**src/rtl/alu_cmd_stage.sv**
```systemverilog
// Wishbone-fed ALU command queue: commands are issued one at a time to the ALU port and results queued for readback.
// Latency: a CMD ack is followed by a queued result 3 cycles later, with irq_o one cycle after that.
// Backpressure: the FSM stalls while the result FIFO is full; CMD writes into a full command FIFO are dropped and flagged.
module sync_fifo #(
    parameter int DEPTH = 4,
    parameter int W     = 8,
    parameter int AW    = $clog2(DEPTH)
) (
    input  logic          core_clk,
    input  logic          arst_n,
    input  logic          push_vld,
    input  logic [W-1:0]  push_dat,
    input  logic          pop_vld,
    output logic [W-1:0]  head_dat,
    output logic [AW:0]   cnt,
    output logic          full,
    output logic          empty
);
    logic [W-1:0]  mem [DEPTH];
    logic [AW-1:0] wr_ptr;
    logic [AW-1:0] rd_ptr;
    logic          do_push;
    logic          do_pop;

    assign full     = (cnt == (AW+1)'(DEPTH));
    assign empty    = (cnt == '0);
    assign do_push  = push_vld & ~full;
    assign do_pop   = pop_vld & ~empty;
    assign head_dat = mem[rd_ptr];

    // Pointers are AW bits wide, so DEPTH being a power of two makes them wrap for free.
    always_ff @(posedge core_clk or negedge arst_n) begin
        if (!arst_n) begin
            wr_ptr <= '0;
            rd_ptr <= '0;
            cnt    <= '0;
        end else begin
            if (do_push) wr_ptr <= wr_ptr + AW'(1);
            if (do_pop)  rd_ptr <= rd_ptr + AW'(1);
            cnt <= cnt + (AW+1)'(do_push) - (AW+1)'(do_pop);
        end
    end

    always_ff @(posedge core_clk) begin
        if (do_push) mem[wr_ptr] <= push_dat;
    end
endmodule

module alu_cmd_stage #(
    parameter logic [31:0] BASE_ADR   = 32'h3000_0000,
    parameter int          FIFO_DEPTH = 4,
    parameter int          DW         = 8
) (
    input  logic          wb_clk_i,
    input  logic          wb_rst_ni,
    input  logic          wbs_stb_i,
    input  logic          wbs_cyc_i,
    input  logic          wbs_we_i,
    input  logic [3:0]    wbs_sel_i,
    input  logic [31:0]   wbs_dat_i,
    input  logic [31:0]   wbs_adr_i,
    output logic          wbs_ack_o,
    output logic [31:0]   wbs_dat_o,
    output logic [DW-1:0] alu_a_o,
    output logic [DW-1:0] alu_b_o,
    output logic [1:0]    alu_sel_o,
    input  logic [DW-1:0] alu_out_i,
    input  logic          alu_carry_i,
    output logic          irq_o
);
    localparam int AW = $clog2(FIFO_DEPTH);
    localparam int CW = 2*DW + 2;
    localparam int RW = DW + 1;

    typedef struct packed {
        logic [1:0]    sel;
        logic [DW-1:0] b;
        logic [DW-1:0] a;
    } cmd_t;

    typedef enum logic [1:0] {IDLE, DRIVE, CAPTURE} state_t;

    state_t        state, state_nxt;
    logic          req, wr_req, rd_req, wr_full_sel;
    logic [1:0]    offset;
    logic          cmd_push, cmd_pop, cmd_full, cmd_empty;
    logic          res_push, res_pop, res_full, res_empty;
    cmd_t          cmd_head;
    logic [RW-1:0] res_head;
    logic [AW:0]   cmd_cnt, res_cnt;
    logic          stat_wr, ovf, unf, ovf_set, unf_set;
    logic [31:0]   rdata;
    logic          unused_ok;

    assign req         = wbs_stb_i & wbs_cyc_i & ~wbs_ack_o & (wbs_adr_i[31:4] == BASE_ADR[31:4]);
    assign wr_req      = req & wbs_we_i;
    assign rd_req      = req & ~wbs_we_i;
    assign wr_full_sel = (wbs_sel_i == 4'hF);
    assign offset      = wbs_adr_i[3:2];

    assign cmd_push = wr_req & wr_full_sel & (offset == 2'd0);
    assign ovf_set  = cmd_push & cmd_full;
    assign res_pop  = rd_req & (offset == 2'd1);
    assign unf_set  = res_pop & res_empty;
    assign stat_wr  = wr_req & wr_full_sel & (offset == 2'd2);

    assign unused_ok = ^{wbs_adr_i[1:0], wbs_dat_i[31:CW]};

    sync_fifo #(.DEPTH(FIFO_DEPTH), .W(CW)) u_cmd_fifo (
        .core_clk (wb_clk_i),
        .arst_n   (wb_rst_ni),
        .push_vld (cmd_push),
        .push_dat (wbs_dat_i[CW-1:0]),
        .pop_vld  (cmd_pop),
        .head_dat (cmd_head),
        .cnt      (cmd_cnt),
        .full     (cmd_full),
        .empty    (cmd_empty)
    );

    sync_fifo #(.DEPTH(FIFO_DEPTH), .W(RW)) u_res_fifo (
        .core_clk (wb_clk_i),
        .arst_n   (wb_rst_ni),
        .push_vld (res_push),
        .push_dat ({alu_carry_i, alu_out_i}),
        .pop_vld  (res_pop),
        .head_dat (res_head),
        .cnt      (res_cnt),
        .full     (res_full),
        .empty    (res_empty)
    );

    // Only one command is ever in flight, so checking for a free result slot at issue is enough.
    always_comb begin
        state_nxt = state;
        cmd_pop   = 1'b0;
        res_push  = 1'b0;
        case (state)
            IDLE: begin
                if (!cmd_empty && !res_full) begin
                    cmd_pop   = 1'b1;
                    state_nxt = DRIVE;
                end
            end
            DRIVE:   state_nxt = CAPTURE;
            CAPTURE: begin
                res_push  = 1'b1;
                state_nxt = IDLE;
            end
            default: state_nxt = IDLE;
        endcase
    end

    always_comb begin
        rdata = 32'b0;
        case (offset)
            2'd1: if (!res_empty) rdata = 32'(res_head);
            2'd2: begin
                rdata[3:0] = 4'(cmd_cnt);
                rdata[7:4] = 4'(res_cnt);
                rdata[8]   = ovf;
                rdata[9]   = unf;
                rdata[10]  = (state != IDLE);
            end
            default: rdata = 32'b0;
        endcase
    end

    always_ff @(posedge wb_clk_i or negedge wb_rst_ni) begin
        if (!wb_rst_ni) begin
            state     <= IDLE;
            wbs_ack_o <= 1'b0;
            wbs_dat_o <= 32'b0;
            alu_a_o   <= '0;
            alu_b_o   <= '0;
            alu_sel_o <= 2'b0;
            ovf       <= 1'b0;
            unf       <= 1'b0;
            irq_o     <= 1'b0;
        end else begin
            state     <= state_nxt;
            wbs_ack_o <= req;
            wbs_dat_o <= rd_req ? rdata : 32'b0;
            if (cmd_pop) begin
                alu_a_o   <= cmd_head.a;
                alu_b_o   <= cmd_head.b;
                alu_sel_o <= cmd_head.sel;
            end
            // A set in the same cycle as a clear takes priority.
            ovf   <= (ovf & ~(stat_wr & wbs_dat_i[8])) | ovf_set;
            unf   <= (unf & ~(stat_wr & wbs_dat_i[9])) | unf_set;
            irq_o <= (res_cnt != '0);
        end
    end
endmodule

```
**config.mk**
```make
export PLATFORM = sky130hd
export DESIGN_NAME = alu_cmd_stage
export DESIGN_NICKNAME = d
export VERILOG_FILES = /design/src/rtl/alu_cmd_stage.sv
export SDC_FILE = /design/constraint.sdc
export NUM_CORES = 1
export LEC_CHECK = 0
export ABC_AREA = 1
export CAP_MARGIN = 20
export CORE_ASPECT_RATIO = 1.75
export CORE_MARGIN = 5
export CORE_UTILIZATION = 40
export CTS_CLUSTER_SIZE = 30
export DETAILED_ROUTE_END_ITERATION = 12
export PLACE_DENSITY_LB_ADDON = 0.12
export SLEW_MARGIN = 20
export SYNTH_ARGS = -nofsm -noshare
export SYNTH_HDL_FRONTEND = slang
export SYNTH_SLANG_ARGS = --single-unit
```
**constraint.sdc**
```tcl
create_clock -name wb_clk_i -period 2.1 [get_ports wb_clk_i]
set_input_delay 0.525 -clock wb_clk_i [delete_from_list [all_inputs] [get_ports wb_clk_i]]
set_output_delay 0.525 -clock wb_clk_i [all_outputs]
set_load 0.02 [all_outputs]
```
==> flow_metrics.py, run 1 <==
metrics = {
    "run_status": {
        "status": "finished with violations",
        "violations": "negative setup slack",
    },
    "placed_design": {
        "dp_hpwl_um": 11800,
        "dp.cells": 1029,
        "place_congestion": 0.8008,
        "dpl_cell_area_sq_mm": 0.008489,
        "port_buffers": 96,
    },
    "synthesis": {
        "synth_flop_cell": "edfxtp_1",
        "yosysUniqueCellTypes": 30,
        "yosysSeqAreaShare": 0.6440,
        "synth_area_leaders": "edfxtp_1 47%, dfrtp_1 18%, nand2_1 7.5%, nor2_1 7.1%, inv_1 3.9%",
        "netlist_area_sq_mm": 0.006940,
        "synth_seq_cells": 157,
        "yosysTopAreaCellShare": 0.4673,
        "synth-edff-count": 108,
        "syn-instance-count": 673,
        "async_flop_share": 0.3121,
        "synth_area_per_cell_sq_um": 10.31,
        "ys_warn_count": 0,
        "yosysTopAreaCell": "edfxtp_1",
    },
    "worst_setup_path": {
        "endpoint_kind": "register",
        "critical_path.max_fanout": 2,
        "path_class": "primary input to register",
        "crit_buf_inv": 5,
        "cp-startpoint": "wbs_adr_i[3]",
        "worstPathRequired_ns": 2.39,
        "cp_slowest_stage_delay_ns": 0.50,
        "cpMostUsedCell": "inv_1",
        "critical_path.top_delay_family": "adder cells",
        "critPathLaunchType": "primary input",
        "cpMaxStageDelayCell": "clkdlybuf4s50_1",
        "crit_chain": "clkdlybuf4s50_1 -> inv_1 -> ha_1 -> inv_1 -> nor3_2 -> ha_1 -> inv_1 -> ha_2 -> inv_2 -> fa_1 -> xnor2_1",
        "crit_arrival_ns": 2.46,
        "r2r-start": "wbs_ack_o",
    },
    "finish": {
        "multi_input_area_sq_mm": 0.002073,
        "post-route-util": 0.5439,
        "layout_common_cells": "138 x nand2_1, 120 x nor2_1, 108 x edfxtp_1, 63 x clkdlybuf4s50_1, 63 x buf_4",
        "seqCellArea_sq_mm": 0.004469,
        "area_growth_pct": 33.44,
        "final_cells": 1078,
        "num_antenna_cells": 0,
        "drive_above_1_share": 0.1716,
        "stdcell_area_sq_mm": 0.009261,
        "layout_commonest_cell": "nand2_1",
        "layout.nets": 937,
        "fillCellCount": 1530,
    },
    "grt": {
        "grt_pass1_vias": 5385,
        "overflow": 0,
        "busiest_layer": "met2",
        "grt_pass1_wl_um": 26320,
        "grtUsageMet2": 0.3315,
        "grt_max_degree": 37,
        "use_met3": 0.04381,
        "met1_usage": 0.1680,
        "track_usage": 0.1708,
        "antenna_found_initial": 0,
    },
    "floorplan": {
        "die_x_um": 109.6,
        "die-area_sq_mm": 0.02019,
        "rows": 63,
        "dieHeight_um": 184.3,
        "core_sq_mm": 0.01703,
        "io_pins": 134,
        "start_util": 0.4076,
    },
    "timing": {
        "post-route-period-util": 1.032,
        "finalSetupViolCount": 5,
        "fin_skew_ns": 0.009982,
        "setup_ws_ns": -0.06813,
        "max_slew_margin": 0.6603,
        "final.min_clock_period_ns": 2.168,
        "clock.fmax_ghz": 0.4612,
        "hold_ws_ns": 0.4485,
        "rsz0062_at_grt": "true",
        "drv_slew": 0,
        "hold_violations": 0,
        "worst_pin_slew_ns": 0.5065,
    },
    "cts": {
        "clkTransAtPathRegs_ns": 0.06,
        "htree_levels": 4,
        "clock_sinks": 157,
        "cts_tree": "yes",
        "cts-buffers-inserted": 17,
        "clock_path_buffers": 2,
        "clk_latency_ns": 0.42,
        "cts-root-buf": "clkbuf_16",
    },
    "routing": {
        "drt-vias-per-instance": 4.680,
        "wl_per_cell_um": 14.92,
        "drtPass1Iterations": 4,
        "ant_nets": 0,
        "drtIter0Drc": 224,
        "wirelength_um": 16090,
        "vias": 5045,
        "drcViolationCount": 0,
    },
    "power": {
        "irDropWorstVdd_mv": 0.4891,
        "power_density_mw_per_mm2": 743.1,
        "leakagePower_uw": 0.003997,
    },
    "min_path": {
        "hold_path_startpoint": "state[1]",
        "hp-class": "register to register",
    },
    "job": {
        "maxCapViolations": 0,
    },
}
## stage by stage
stage	TNS (ns)	power, uW	worst slack [ns]
after floorplan	-17.27	3658	-0.2379
after global placement	-43.62	3876	-0.7334
after detailed placement	-46.13	3893	-0.7815
after CTS	-0.2914	6949	-0.1457
after global routing	-0.8835	7169	-0.1956
final	-0.2150	6882	-0.06813
## report_power, final
part	switching [uW]	internal (uW)
Clock	1270	1790
Combinational	232	208
Sequential	37.1	3340
## area by class of cell
class / instances / area share
clock buffer: 19 / 0.04674
clock inverter: 13 / 0.01716
inverter: 78 / 0.03256
multi-input combinational: 415 / 0.2239
sequential: 157 / 0.4826
tap: 227 / 0.03067
timing repair buffer: 169 / 0.1664
## repair_timing
item / 4_1_cts / 5_1_grt
resized for setup: 52 / 16
hold endpoints to repair: 9 / 0
pin swaps: 22 / 8
endpoints found under the setup margin: 76 / 75
hold buffers: 1 / 0
buffers inserted: 16 / 1
cloned: 0 / 0
## sequential cells by signal (all words and copies together) (netlist names), 2 cells and up
register	count
alu_a_o	8
u_res_fifo.rd_ptr	2
u_cmd_fifo.mem	72
u_cmd_fifo.rd_ptr	2
u_cmd_fifo.wr_ptr	2
alu_b_o	8
u_cmd_fifo.cnt	3
wbs_dat_o	11
u_res_fifo.mem	36
u_res_fifo.cnt	3
u_res_fifo.wr_ptr	2
alu_sel_o	2
state	2
## metal layers
metal / part of all wire / routed length, um
met5: 0 / 0
met1: 0.35 / 5702
met4: 0.022 / 356
met2: 0.58 / 9400
met3: 0.039 / 631
## path summary, 6_finish.rpt
| kind | end | slack (ns) | depth (start not counted) |
|---|---|---|---|
| worst min-delay path | state[1] | 0.45 | 1 |
| worst min register to register | state[1] | 0.45 | 1 |
| min in group asynchronous | alu_a_o[2] | 0.54 | 2 |
| worst max register to register | u_res_fifo.cnt[2] | -0.01 | 13 |
| worst max-delay path | u_res_fifo.cnt[2] | -0.07 | 11 |
| max in group asynchronous | u_cmd_fifo.rd_ptr[0] | 1.06 | 3 |
## cell usage after synthesis, drive strengths merged (4+ instances only)
cell      n
nor2    136
o21ai    33
ha       15
xor2      4
edfxtp  108
nand2   139
clkbuf   12
inv      76
nand4     5
o22ai     7
buf      31
o32ai    18
nand3    26
dfrtp    49
## cell families after synthesis
group                      count (synthesis)  synth area share
and+or+nand+nor                          308            0.1772
adders and majority gates                 17           0.03281
buffers and inverters                    121           0.07968
DFF                                      157            0.6440
AOI/OAI and AO/OA                         63           0.05823
xor gates and xnor gates                   6          0.007572
other                                      1         0.0005403
No activity file was read; power rests on OpenSTA's default activity.
==> inputs of run 2 (changes only) <==
- CTS_BUF_LIST: not set -> sky130_fd_sc_hd__clkbuf_16
==> run 2 against run 1 <==
Net effect:
- the run still ends with negative setup slack left
- sequential share of layout area unchanged
- worst hold slack unchanged
- combinational power about the same
- global-route usage unchanged
- critical path depth unchanged
- clock power about the same
- worst setup slack unchanged
- via count unchanged
- largest power group unchanged
==> flow_metrics.py, run 2 (synthesis gave the netlist of run 1 again) <==
metrics = {
    "run_status": {
        "status": "finished with violations",
        "violations": "negative setup slack",
    },
    "timing": {
        "rsz0062_at_grt": "true",
        "hold_violations": 0,
        "fin_skew_ns": 0.01015,
        "max_slew_margin": 0.6603,
        "setup_ws_ns": -0.06813,
        "clock.fmax_ghz": 0.4612,
        "finalSetupViolCount": 5,
        "drv_slew": 0,
        "final.min_clock_period_ns": 2.168,
        "post-route-period-util": 1.032,
        "worst_pin_slew_ns": 0.5065,
    },
    "worst_setup_path": {
        "crit_arrival_ns": 2.46,
        "cpMostUsedCell": "inv_1",
        "cp_slowest_stage_delay_ns": 0.50,
        "reg2reg_slack_ns": -0.01,
        "path_class": "primary input to register",
        "endpoint_kind": "register",
        "worstPathRequired_ns": 2.39,
        "crit_buf_inv": 5,
        "cpMaxStageDelayCell": "clkdlybuf4s50_1",
        "crit_chain": "clkdlybuf4s50_1 -> inv_1 -> ha_1 -> inv_1 -> nor3_2 -> ha_1 -> inv_1 -> ha_2 -> inv_2 -> fa_1 -> xnor2_1",
        "critical_path.max_fanout": 2,
        "critPathLaunchType": "primary input",
        "critical_path.top_delay_family": "adder cells",
    },
    "routing": {
        "vias": 5045,
        "drt-vias-per-instance": 4.680,
        "wl_per_cell_um": 14.93,
        "wirelength_um": 16090,
        "drtIter0Drc": 218,
        "drcViolationCount": 0,
        "ant_nets": 0,
        "drtPass1Iterations": 4,
    },
    "cts": {
        "clock_path_buffers": 2,
        "cts_tree": "yes",
        "clkTransAtPathRegs_ns": 0.06,
        "cts-buffers-inserted": 17,
        "clk_latency_ns": 0.42,
        "cts-root-buf": "clkbuf_16",
        "htree_levels": 4,
        "clock_sinks": 157,
    },
    "floorplan": {
        "die_x_um": 109.6,
        "core_sq_mm": 0.01703,
        "dieHeight_um": 184.3,
        "die-area_sq_mm": 0.02019,
        "start_util": 0.4076,
        "io_pins": 134,
        "rows": 63,
    },
    "power": {
        "leakagePower_uw": 0.004005,
        "power_density_mw_per_mm2": 742.2,
        "irDropWorstVdd_mv": 0.4896,
    },
    "finish": {
        "drive_above_1_share": 0.1716,
        "fillCellCount": 1530,
        "layout_commonest_cell": "nand2_1",
        "multi_input_area_sq_mm": 0.002073,
        "stdcell_area_sq_mm": 0.009261,
        "area_growth_pct": 33.44,
        "reg_top3": "u_cmd_fifo.mem: 72 flops, u_res_fifo.mem: 36 flops, wbs_dat_o: 11 flops",
        "post-route-util": 0.5439,
        "layout_common_cells": "138 x nand2_1, 120 x nor2_1, 108 x edfxtp_1, 63 x clkdlybuf4s50_1, 63 x buf_4",
        "top_register": "u_cmd_fifo.mem",
        "layout.nets": 937,
        "seqCellArea_sq_mm": 0.004469,
        "largest_reg_flops": 72,
        "num_antenna_cells": 0,
    },
    "grt": {
        "antenna_found_initial": 0,
        "grt_pass1_wl_um": 26310,
        "grt_max_degree": 37,
        "overflow": 0,
        "track_usage": 0.1708,
        "grt_pass1_vias": 5386,
    },
    "placed_design": {
        "dp_hpwl_um": 11800,
        "port_buffers": 96,
        "pre_cts_slack_ns": -0.7815,
        "place_congestion": 0.8008,
        "dpl_cell_area_sq_mm": 0.008489,
    },
    "job": {
        "maxCapViolations": 0,
    },
    "min_path": {
        "hp-class": "register to register",
    },
}
## run 2: cell types whose count changed in the layout (fill, tap and decap cells not counted)
cell / change
inv_1: +2
clkbuf_1: -2
## run 2: final timing paths
| check | startpoint | to | cells after the start |
|---|---|---|---|
| worst max-delay path | wbs_adr_i[3] | u_res_fifo.cnt[2] | 11 |
| worst min-delay path | state[1] | state[1] | 1 |
| worst max register to register | wbs_ack_o | u_res_fifo.cnt[2] | 13 |
| worst min register to register | state[1] | state[1] | 1 |
| max in group asynchronous | wb_rst_ni | u_cmd_fifo.rd_ptr[0] | 3 |
| min in group asynchronous | wb_rst_ni | alu_a_o[2] | 2 |
## run 2: report_power, final
part / switching, uW / internal (uW) / leakage [uW] / total, uW
Combinational: 232 / 208 / 0.00207 / 440
Sequential: 37.1 / 3340 / 0.00164 / 3380
Clock: 1270 / 1780 / 0.000291 / 3050
## run 2: layout make-up
cell class,instances,share of cell area
multi-input cells,415,0.2239
well taps,227,0.03067
inverters,78,0.03256
flip-flops and latches,157,0.4826
repair buffers,169,0.1664
clock inverters,15,0.01797
clock buffers,17,0.04593
## run 2: through the flow
step           TNS [ns]  total power (uW)  cells  hold slack [ns]
2_1_floorplan    -17.27              3658    693           0.2294
3_3_place_gp     -43.62              3876   1029           0.4381
3_5_place_dp     -46.13              3893   1029           0.4394
4_1_cts         -0.2914              6940   1077           0.4547
5_1_grt         -0.8835              7160   1078           0.4911
6_report        -0.2151              6873   1078           0.4485
## run 2: per-layer routing
| metal | wire, um | up-vias | global-route usage | part of all wire |
|---|---|---|---|---|
| met5 | 0 | - | 0 | 0 |
| met4 | 356 | 0 | 0.06291 | 0.022 |
| met3 | 631 | 24 | 0.04381 | 0.039 |
| met2 | 9400 | 93 | 0.3315 | 0.58 |
| met1 | 5702 | 2430 | 0.1680 | 0.35 |
| li1 | - | 2498 | - | - |
## run 2: what timing repair did
item                                    CTS  global route
buffers inserted                         16             1
hold endpoints to repair                  9             0
pin swaps                                22             8
endpoints found under the setup margin   76            75
gates resized for setup                  52            16
hold buffers                              1             0
gates cloned                              0             0
==> RTL change 1: new RTL, flow settings as in run 1 <==
Register the output `irq_o` once more, with the module's reset; this adds one clock of latency there. The other outputs are not delayed to match. Comments in the files are not updated.
--- a/src/rtl/alu_cmd_stage.sv
+++ b/src/rtl/alu_cmd_stage.sv
@@ -82,2 +82,4 @@
 
+    logic irq_s0;
+
     state_t        state, state_nxt;
@@ -178,3 +180,3 @@
             unf       <= 1'b0;
-            irq_o     <= 1'b0;
+            irq_s0    <= 1'b0;
         end else begin
@@ -191,5 +193,13 @@
             unf   <= (unf & ~(stat_wr & wbs_dat_i[9])) | unf_set;
-            irq_o <= (res_cnt != '0);
+            irq_s0 <= (res_cnt != '0);
         end
     end
+    always_ff @(posedge wb_clk_i or negedge wb_rst_ni) begin
+        if (!wb_rst_ni) begin
+            irq_o <= '0;
+        end else begin
+            irq_o <= irq_s0;
+        end
+    end
+
 endmodule
Check against the original RTL: not equivalent (a bounded check fails within 10 cycles, from zero or initial values and one cycle with wb_rst_ni low).
==> RTL change 1 against run 1 <==
The flow still finishes with violations (negative setup slack); synthesized cell count decreased by 0.15%; setup slack got worse by 0.043 ns; sequential share of layout area increased by 0.48 points; routed wire length increased by 1.0%; area after synthesis increased by 0.67%; sequential cell count increased by 1; design area decreased by 0.43%; first-iteration DRC count decreased by 3.1%.
Power is not compared: it rests on default switching activity, and its combinational part moved more than twofold at a synthesized area within 25%.
==> RTL change 1: results (changes against run 1) <==
status:
  status: "complete, but fails checks"  # unchanged
  violations: "negative setup slack"  # unchanged
worst_setup_path:
  path_class: "flop to flop"  # was input pin to flop
  cp_data_arrival_time_ns: 2.53  # was 2.46 ns
routing:
  wl_per_cell_um: 15.20  # was 14.92 um
  routed-wl-met2_um: 9379  # was 9400 um
  routed_wl_um: 16250  # was 16090 um
  wl_met1_um: 5690  # was 5702 um
  drt_iter0_markers: 217  # was 224
synth:
  yosys-top-cells-count: "nand2_1, nor2_1, edfxtp_1"  # unchanged
  syn_inst: 672  # was 673
final_layout:
  inv_count: 77  # was 78
  syn2layout_area_growth_pct: 31.98  # was 33.44%
  diodes: 2  # was 0
  fin_nets: 922  # was 937
  seqCellArea_um2: 4494  # was 4469 um2
  final-nonclk-buf-share_pct: 15.73  # was 16.64%
place:
  hpwlAfterDp_um: 11360  # was 11800 um
  place_congestion: 0.7258  # was 0.8008
  pre_cts_ws_ns: -0.7934  # was -0.7815 ns
global_routing:
  grt_pass1_wl_um: 25400  # was 26320 um
  grt_max_degree: 51  # was 37
  grt_use_total_pct: 16.57  # was 17.08%
  grt_pass1_vias: 5417  # was 5385
  gr-usage-met1_pct: 15.59  # was 16.80%
  antenna_found_initial: 2  # was 0
hold_path:
  hp-class: "input pin to async pin"  # was flop to flop
timing:
  finalSetupViolations: 3  # was 5
  final.setup.worst_slack_ns: -0.1115  # was -0.06813 ns
==> RTL change 1: cell types whose count changed after synthesis <==
cell	before	now
xnor2_1	2	3
nor3_1	2	3
buf_6	1	2
inv_2	4	5
buf_4	22	21
inv_1	72	71
dfrtp_1	49	50
nand2_1	139	137
nand3_1	25	20
nand3_2	1	5
clkinv_1	2	1
==> RTL change 1: critical path, delay by kind of cell (launching register included) <==
| kind | cells | cell delay [ns] |
|---|---|---|
| buffers and inverters | 4 | 0.21 |
| flip-flops | 1 | 0.40 |
| AND/OR/NAND/NOR | 6 | 0.61 |
| adder cells (fa/ha/maj) | 3 | 0.91 |
==> RTL change 1: kinds of logic after synthesis <==
group / count (synthesis) / share of synthesized area [%]
DFF: 158 / 64.33
and+or+nand+nor: 306 / 17.78
buffers and inverters: 120 / 7.915
adders and majority gates: 17 / 3.259
other: 1 / 0.05367
AOI/OAI and AO/OA: 63 / 5.784
xor gates and xnor gates: 7 / 0.8775
==> RTL change 1: metrics by stage <==
stage / setup TNS, ns / total power, mW
after floorplan: -17.55 / 4.144
after global placement: -32.79 / 4.719
after detailed placement: -35.30 / 4.732
after CTS: -0.3274 / 7.717
after global routing: -0.5985 / 7.954
final: -0.1804 / 7.637
==> RTL change 1: power groups by stage <==
stage / registers [mW] / clock network [mW] / logic [mW]
final: 3.60 / 2.99 / 1.05
after global placement: 3.66 / 0 / 1.06
after CTS: 3.60 / 3.06 / 1.06
after detailed placement: 3.66 / 0 / 1.07
after floorplan: 3.89 / 0 / 0.256
after global routing: 3.62 / 3.20 / 1.14
==> RTL change 1: repair_timing <==
action                                  in CTS  in global routing
gates cloned                                 0                  2
resized for setup                           41                 12
pin swaps                                   17                 10
hold endpoints to repair                     0                  0
setup buffers                                9                  2
endpoints found under the setup margin      17                 76
==> RTL change 2: new RTL, flow settings as in run 1 <==
Made on the original files. Set the parameter `FIFO_DEPTH` to 2 (it was 4).
--- a/src/rtl/alu_cmd_stage.sv
+++ b/src/rtl/alu_cmd_stage.sv
@@ -50,3 +50,3 @@
     parameter logic [31:0] BASE_ADR   = 32'h3000_0000,
-    parameter int          FIFO_DEPTH = 4,
+    parameter int          FIFO_DEPTH = 2,
     parameter int          DW         = 8
Check against the original RTL: not equivalent (Yosys sat finds a counterexample within 10 cycles, from zero or initial values and one cycle with wb_rst_ni low).
==> RTL change 2 against run 1 <==
Sequential share of layout area down 1.1 points; sequential power down 31%; combinational power rose to 2.6 times the old value; routed wire length down 46%; total power down 27%; sequential cell count down 60; clock skew down 0.0011 ns; setup slack better by 0.14 ns; critical path type unchanged; area after synthesis down 41%; design area down 38%; clock power down 50%; via count down 43%; first-iteration DRC count down 57%.
==> RTL change 2: results (changes against run 1) <==
clock_network:
  cts_htree_levels: 3  # was 4
  postCtsSetupBuffers: 5  # was 16
  cts-root-buf: "clkbuf_16"  # unchanged
  path_clk_slew_ns: 0.07
  cts_resized: 13  # was 52
  cts_buffer_depth: 2  # unchanged
  clk_latency_ns: 0.34  # was 0.42 ns
  cts_made_buffers: 9  # was 17
synth:
  yosysSeqAreaShare_pct: 65.65  # was 64.40%
  postSynthAreaPerCell_um2: 11.20  # was 10.31 um2
  yosysWarningCount: 0  # unchanged
  synth_area_leaders: "edfxtp_1, dfrtp_1, nor2_1"  # was edfxtp_1, dfrtp_1, nand2_1
  yosys-top-cells-count: "nor2_1, edfxtp_1, nand2_1"  # was nand2_1, nor2_1, edfxtp_1
  synthArstFlopShare_pct: 44.33  # was 31.21%
  synth_edf_count: 54  # was 108
  synth_top_cell_area_share_pct: 39.46  # was 46.73%
  ys.flop_type: "edfxtp_1"  # unchanged
  ys_types: 27  # was 30
global_routing:
  overflow: 0  # unchanged
  grt_use_total_pct: 14.44  # was 17.08%
  grt_max_degree: 39  # was 37
  grt_pass1_vias: 2848  # was 5385
  antenna_found_initial: 0  # unchanged
  grt_pass1_wl_um: 13630  # was 26320 um
place:
  dpl.cell_count: 600  # was 1029
  pre_cts_ws_ns: -0.4183  # was -0.7815 ns
  io_buffers: 96  # unchanged
  placed_cell_area_um2: 5300  # was 8489 um2
  hpwlAfterDp_um: 6561  # was 11800 um
  place_congestion: 0.7281  # was 0.8008
timing:
  fin_worst_skew_ns: 0.008871  # was 0.009982 ns
  max_slew_margin_pct: 57.97  # was 66.03%
  period_needed_ns: 2.029  # was 2.168 ns
  hold_slack_ns: 0.1914  # was 0.4485 ns
final_layout:
  fin_nets: 580  # was 937
  finalNonFillerCells: 623  # was 1078
  diodes: 0  # unchanged
  drive_gt1_share_pct: 13.31  # was 17.16%
  fillers: 904  # was 1530
  top_regs: "u_cmd_fifo.mem x36, u_res_fifo.mem x18, wbs_dat_o x11"  # was u_cmd_fifo.mem x72, u_res_fifo.mem x36, wbs_dat_o x11
worst_setup_path:
  cp_slowest_cell: "clkdlybuf4s50_1"  # unchanged
  r2r_slack_ns: 0.24  # was -0.01 ns
  path_delay_family: "simple AND/OR/NAND/NOR gates"  # was adder cells
  cp_data_arrival_time_ns: 2.29  # was 2.46 ns
  critPathMaxFanout: 3  # was 2
routing:
  vias_per_cell: 4.594  # was 4.680
  wl_per_cell_um: 13.96  # was 14.92 um
  drt_iter0_markers: 96  # was 224
pwr:
  ir_worst_vdd_mv: 0.5598  # was 0.4891 mV
  p_leak_nw: 2.604  # was 3.997 nW
status:
  status: "finished clean"  # was complete, but fails checks
hold_path:
  hp-class: "input pin to async pin"  # was flop to flop
## RTL change 2: path summary, 6_finish.rpt
path / to / depth (start not counted) / startpoint
max in group asynchronous: unf$_DFF_PN0_ / 2 / wb_rst_ni
worst max-delay path: u_res_fifo.cnt[1]$_DFF_PN0_ / 12 / wbs_stb_i
worst min register to register: state[1]$_DFFE_PN0P_ / 1 / state[1]$_DFFE_PN0P_
worst max register to register: u_res_fifo.cnt[1]$_DFF_PN0_ / 12 / wbs_ack_o$_DFF_PN0_
min in group wb_clk_i: state[1]$_DFFE_PN0P_ / 1 / state[1]$_DFFE_PN0P_
worst min-delay path: alu_b_o[4]$_DFFE_PN0P_ / 1 / wb_rst_ni
## RTL change 2: power breakdown
| group | switching, mW | internal (mW) |
|---|---|---|
| sequential | 0.105 | 2.23 |
| clock | 0.697 | 0.822 |
| combinational | 0.570 | 0.577 |
| total | 1.37 | 3.63 |
## RTL change 2: layout make-up
| type | count | area (um2) | share of cell area, % |
|---|---|---|---|
| Sequential cell | 97 | 2698 | 47.14 |
| Multi-Input combinational cell | 230 | 1216 | 21.25 |
| Clock buffer | 10 | 229.0 | 4.001 |
| Inverter | 31 | 118.9 | 2.077 |
| Timing Repair Buffer | 122 | 1252 | 21.88 |
| Clock inverter | 6 | 50.05 | 0.8745 |
| Tap cell | 127 | 158.9 | 2.777 |
## RTL change 2: kinds of logic after synthesis
logic type                 synth area share (%)
buffers and inverters                     7.613
and+or+nand+nor                           17.30
other                                   0.09126
AOI/OAI and AO/OA                         3.593
DFF                                       65.65
xor gates and xnor gates                  1.279
adders and majority gates                 2.131
muxes                                     2.345
## RTL change 2: per-layer routing
layer	share of wire, %	GRT usage [%]
met5	0	0
met4	2.0	5.501
met3	5.2	3.763
met2	59	28.41
met1	34	13.87
